### config.mk
export PLATFORM = sky130hd
export DESIGN_NAME = neo_stream_mc
export DESIGN_NICKNAME = d
export VERILOG_FILES = /design/src/rtl/neo_pkg.sv /design/src/rtl/neo_tap_line.sv /design/src/rtl/neo_stream_mc.sv
export SDC_FILE = /design/constraint.sdc
export NUM_CORES = 2
export LEC_CHECK = 0
export ABC_AREA = 1
export CAP_MARGIN = 20
export CORE_MARGIN = 3
export CORE_UTILIZATION = 45
export CTS_CLUSTER_SIZE = 8
export DETAILED_ROUTE_END_ITERATION = 6
export GPL_TIMING_DRIVEN = 0
export PLACE_DENSITY = 0.58
export SLEW_MARGIN = 10
export SYNTH_ARGS = -nofsm -noshare
export SYNTH_HDL_FRONTEND = slang
export SYNTH_SLANG_ARGS = --single-unit
### constraint.sdc
create_clock -name Clk -period 17.8 [get_ports Clk]
set_input_delay 3.56 -clock Clk [delete_from_list [all_inputs] [get_ports Clk]]
set_output_delay 3.56 -clock Clk [all_outputs]
set_load 0.005 [all_outputs]
### src/rtl/neo_pkg.sv
// Shared widths and types for the streaming NEO block.
package neo_pkg;

  localparam int NEO_CH_DEFAULT = 4;

  function automatic int psi_width(input int n);
    return 2 * n + 1;
  endfunction

  function automatic int chw(input int ch);
    return (ch > 1) ? $clog2(ch) : 1;
  endfunction

  typedef logic [chw(NEO_CH_DEFAULT)-1:0] neo_ch_t;

endpackage

### src/rtl/neo_tap_line.sv
// One channel's 2K+1 sample window (tap0 newest) plus a saturating fill counter.
module neo_tap_line
  import neo_pkg::*;
#(
  parameter int N = 16,
  parameter int K = 1
) (
  input  logic                clk_i,
  input  logic                rst_i,
  input  logic                shift_en_i,
  input  logic signed [N-1:0] din_i,
  output logic signed [N-1:0] tap0_o,
  output logic signed [N-1:0] tapk_o,
  output logic signed [N-1:0] tap2k_o,
  output logic                warm_o
);

  localparam int TAPS = 2 * K + 1;
  localparam int CW   = $clog2(TAPS + 1);

  logic signed [N-1:0] sr_q [TAPS];
  logic [CW-1:0]       cnt_q;
  logic [CW-1:0]       cnt_d;

  always_comb begin
    cnt_d = cnt_q;
    if (shift_en_i && (cnt_q != CW'(TAPS))) begin
      cnt_d = cnt_q + CW'(1);
    end
  end

  always_ff @(posedge clk_i) begin
    if (rst_i) begin
      cnt_q <= '0;
      for (int i = 0; i < TAPS; i++) begin
        sr_q[i] <= '0;
      end
    end else begin
      cnt_q <= cnt_d;
      if (shift_en_i) begin
        sr_q[0] <= din_i;
        for (int i = 1; i < TAPS; i++) begin
          sr_q[i] <= sr_q[i-1];
        end
      end
    end
  end

  assign tap0_o  = sr_q[0];
  assign tapk_o  = sr_q[K];
  assign tap2k_o = sr_q[2*K];
  // High when the next accepted sample completes a full window.
  assign warm_o  = (cnt_q >= CW'(2 * K));

endmodule

### src/rtl/neo_stream_mc.sv
// Channel-interleaved streaming NEO: psi = x[n-K]^2 - x[n]*x[n-2K], exact 2N+1 bits.
// Define NEO_THRESH_EN to add the thresh input and registered out_spike output.
module neo_stream_mc
  import neo_pkg::*;
#(
  parameter int N  = 16,
  parameter int CH = 4,
  parameter int K  = 1
) (
  input  logic                           Clk,
  input  logic                           reset,
  input  logic                           in_valid,
  output logic                           in_ready,
  input  logic [chw(CH)-1:0]             in_ch,
  input  logic signed [N-1:0]            in_data,
  output logic                           out_valid,
  input  logic                           out_ready,
  output logic [chw(CH)-1:0]             out_ch,
  output logic signed [psi_width(N)-1:0] out_psi
`ifdef NEO_THRESH_EN
  ,
  input  logic signed [psi_width(N)-1:0] thresh,
  output logic                           out_spike
`endif
);

  localparam int CHW = chw(CH);
  localparam int PW  = psi_width(N);
  localparam int PRW = 2 * N;

  function automatic logic signed [PRW-1:0] smul(input logic signed [N-1:0] a,
                                                 input logic signed [N-1:0] b);
    logic signed [PRW-1:0] ae;
    logic signed [PRW-1:0] be;
    ae = {{N{a[N-1]}}, a};
    be = {{N{b[N-1]}}, b};
    return ae * be;
  endfunction

  function automatic logic signed [PW-1:0] psi_sub(input logic signed [PRW-1:0] a,
                                                   input logic signed [PRW-1:0] b);
    logic signed [PW-1:0] ae;
    logic signed [PW-1:0] be;
    ae = {a[PRW-1], a};
    be = {b[PRW-1], b};
    return ae - be;
  endfunction

  logic                  en1;
  logic                  en2;
  logic                  acc;
  logic [CH-1:0]         shift_w;
  logic [CH-1:0]         warm_w;
  logic signed [N-1:0]   tap0_w  [CH];
  logic signed [N-1:0]   tapk_w  [CH];
  logic signed [N-1:0]   tap2k_w [CH];
  logic                  warm_sel;
  logic signed [N-1:0]   t0_sel;
  logic signed [N-1:0]   tk_sel;
  logic signed [N-1:0]   t2k_sel;
  logic signed [PW-1:0]  psi_c;

  logic                  vld_p0;
  logic [CHW-1:0]        ch_p0;
  logic                  vld_p1;
  logic [CHW-1:0]        ch_p1;
  logic signed [PRW-1:0] sq_p1;
  logic signed [PRW-1:0] cr_p1;
  logic                  vld_p2;
  logic [CHW-1:0]        ch_p2;
  logic signed [PW-1:0]  psi_p2;

  assign en2      = !vld_p2 || out_ready;
  assign en1      = en2 || !vld_p1;
  assign in_ready = en1;
  assign acc      = in_valid && en1;

  // Ids >= CH match no tap line, so such samples are consumed without effect.
  for (genvar c = 0; c < CH; c++) begin : g_ch
    assign shift_w[c] = acc && (in_ch == CHW'(c));
    neo_tap_line #(.N(N), .K(K)) u_tap (
      .clk_i      (Clk),
      .rst_i      (reset),
      .shift_en_i (shift_w[c]),
      .din_i      (in_data),
      .tap0_o     (tap0_w[c]),
      .tapk_o     (tapk_w[c]),
      .tap2k_o    (tap2k_w[c]),
      .warm_o     (warm_w[c])
    );
  end

  always_comb begin
    warm_sel = 1'b0;
    t0_sel   = '0;
    tk_sel   = '0;
    t2k_sel  = '0;
    for (int c = 0; c < CH; c++) begin
      if (in_ch == CHW'(c)) warm_sel = warm_w[c];
      if (ch_p0 == CHW'(c)) begin
        t0_sel  = tap0_w[c];
        tk_sel  = tapk_w[c];
        t2k_sel = tap2k_w[c];
      end
    end
  end

  assign psi_c = psi_sub(sq_p1, cr_p1);

  // Stage 0: window shift on accept; stage 1: products; stage 2: difference.
  always_ff @(posedge Clk) begin
    if (reset) begin
      vld_p0 <= 1'b0;
      vld_p1 <= 1'b0;
      vld_p2 <= 1'b0;
      ch_p2  <= '0;
      psi_p2 <= '0;
    end else begin
      if (en1) begin
        vld_p0 <= acc && warm_sel;
        vld_p1 <= vld_p0;
      end
      if (en2) begin
        vld_p2 <= vld_p1;
      end
      if (en2 && vld_p1) begin
        ch_p2  <= ch_p1;
        psi_p2 <= psi_c;
      end
    end
  end

  always_ff @(posedge Clk) begin
    if (acc) begin
      ch_p0 <= in_ch;
    end
    if (en1 && vld_p0) begin
      ch_p1 <= ch_p0;
      sq_p1 <= smul(tk_sel, tk_sel);
      cr_p1 <= smul(t0_sel, t2k_sel);
    end
  end

`ifdef NEO_THRESH_EN
  logic spike_p2;

  always_ff @(posedge Clk) begin
    if (reset) begin
      spike_p2 <= 1'b0;
    end else if (en2 && vld_p1) begin
      spike_p2 <= (psi_c > thresh);
    end
  end

  assign out_spike = spike_p2;
`endif

  assign out_valid = vld_p2;
  assign out_ch    = ch_p2;
  assign out_psi   = psi_p2;

endmodule

==> metrics <==
Worst slew margin 28.10%; grt total ovfl 0; CTS resizes 0; Via Count 26230; detailed-route wire length 96.53 mm; Core Util, Final 49.93%; clk_lat worst skew 0.60 ns; fill count 7603; total global-route track usage 24.47%; H-tree depth reported by CTS 2; MaxCap Viol Count 0; RSZ-0062 raised after global routing no; Setup Buffers After CTS 0; Min-Delay Path Class flop to flop; Die ar. 80750 sq um; Critical path origin out_ready; Starting Density 45.62%; WS Path Type input port to output pin; clk sinks 305; final layout net count 4951; critical path endpoint category output pin; number of synthesized flops with an enable pin 259; Yosys cell types 52; CTS root buf clkbuf_16; worst-case clock buffer depth 3; io pins 59; DRC 0; Tmin final 8.415 ns; Syn Area/Cell 8.466 sq um; Placement Cell Area 36820 sq um; Via density 4.972; R2R Setup Slk 9.85 ns; initial DRC count 1807; Arr. time, crit path 4.85 ns; Post-Syn Instances 4113; CTS clk-pin slew, worst paths 0.05 ns; GPL Wtd Cong 0.9101; HP Start vld_p1; cts bufs inserted 45; Reg2Reg Launch Point ch_p0[0]; Slew Viols, Final 0; row count 101; CP Launch Type input port; first-pass GRT wire length 152.6 mm; final setup TNS 0 ns; final worst path period share 47.27%; vias in the first global route 27410; per-cell routed wire length 18.30 um; core area 76330 sq um; initial antenna violation count 1; Synth Flop Type edfxtp_1; Slew @ Worst Pin 1.079 ns; n_diodes 0; final setup fails 0; IO buf count 57; Layout area overhead 9.454%; number of synthesized register bits 305; post-route design area 38110 sq um; Hold-fix buffers, CTS 0; Die X 284.2 um; Achievable Freq 118.8 MHz; Syn Std Cell Area 34820 sq um; layout cells sized above 1 5.489%; register area share after synthesis 24.98%; die extent in y 284.2 um; Routed Antenna Nets 0; Syn Nets 4842; dpl hpwl 77.73 mm; final clock skew 0.04139 ns; largest net degree at the start of global routing 49; final hold violation count 0; Worst Path Required 14.24 ns; status complete, no violations; Post-synth ARST share 0%; first drt pass iteration count 7; Synth Warn # 0; highest net fanout along the worst path 5; TritonCTS clock tree yes
metal layers:
layer	up-vias	GRT usage (%)	part of all wire (%)
li1	12490	-	-
met1	12790	32.61	43
met2	768	42.09	48
met3	170	2.943	5.9
met4	0	7.086	3.1
met5	-	0	0
synth_stat cells (8+ instances only):
master / count / area (sq um)
o221ai_1: 23 / 201.4
xnor2_1: 18 / 157.7
o21ai_0: 96 / 480.5
clkbuf_1: 23 / 86.33
xor2_1: 70 / 613.1
edfxtp_1: 259 / 7777
buf_2: 50 / 250.2
o21bai_1: 22 / 165.2
nor2_2: 13 / 81.33
inv_1: 1141 / 4283
nor3_1: 26 / 130.1
nand3_1: 90 / 450.4
a21o_1: 12 / 90.09
nand2_1: 731 / 2744
buf_4: 13 / 97.59
o21ai_2: 28 / 245.2
o21ai_1: 10 / 50.05
nor2_1: 494 / 1854
o22ai_1: 8 / 50.05
dfxtp_1: 46 / 920.9
fa_1: 494 / 9889
nand4_1: 23 / 143.9
inv_2: 25 / 93.84
ha_1: 213 / 2665
a21oi_1: 100 / 500.5
o221ai_2: 10 / 150.1
path summary, 6_finish.rpt:
check,cells past startpoint,endpoint
setup / recovery,6,in_ready
setup reg to reg,24,sq_p1[30]
hold reg to reg,2,out_valid
hold / removal,2,out_valid
layout make-up:
cell class	instances	area (sq um)	share of cell area (%)
Inverter	1169	4395	11.53
Multi-Input combinational cell	2547	21290	55.85
Sequential cell	305	8698	22.82
Buffer	92	479.2	1.257
Clock buffer	62	1190	3.122
Tap cell	1030	1289	3.381
Timing Repair Buffer	62	669.4	1.756
Clock inverter	8	103.9	0.2725
sequential cells by signal, indices dropped and copies added (netlist names), 2 cells and up:
| signal | count |
|---|---|
| cr_p1 | 32 |
| ch_p1 | 2 |
| g_ch.u_tap.sr_q | 192 |
| out_ch | 2 |
| out_psi | 33 |
| sq_p1 | 31 |
| ch_p0 | 2 |
| g_ch.u_tap.cnt_q | 8 |
cell usage in the layout, fill, tap and decap left out, types with 7 or more instances in the layout:
cell             synthesis  routed
buf_4                   13      13
a21oi_1                100     100
o21bai_1                22      22
xor2_1                  70      70
dfxtp_1                 46      46
o21ai_1                 10      10
edfxtp_1               259     259
inv_2                   25      26
buf_2                   50      50
o21ai_2                 28      28
nand4_1                 23      23
o22ai_1                  8       8
xnor2_1                 18      18
nor2_1                 494     494
nor3_1                  26      26
o21ai_0                 96      95
ha_1                   213     213
clkbuf_1                23      40
nand3_1                 90      90
o221ai_2                10      10
clkdlybuf4s50_1          0      57
clkbuf_16                0      45
nor2_2                  13      13
fa_1                   494     494
nand2_1                731     728
inv_1                 1141    1140
nand3b_1                 7       7
o221ai_1                23      23
a21o_1                  12      12
logic make-up after synthesis:
group	share of synthesized area, %
and+or+nand+nor	16.32
buffers and inverters	14.00
adders and majority gates	36.05
AOI/OAI and AO/OA	6.428
DFF	24.98
xor gates and xnor gates	2.213
critical path, cell delays in order:
cell and delay (ns):
clkdlybuf4s50_1 0.45, inv_1 0.03, nand2_1 0.09, nor2_1 0.05, inv_1 0.14, clkdlybuf4s50_1 0.53
stage by stage:
step	worst slack (ns)	hold WS [ns]	instances
after global routing	9.281	0.5092	5275
after CTS	9.380	0.4734	5275
after global placement	6.397	0.4634	5200
after floorplan	9.953	0.4277	4113
after detailed placement	9.371	0.4654	5205
final	9.385	0.4730	5275
Power is not shown: default switching activity piles up to over one toggle a cycle in this logic, so the estimate is an artifact.
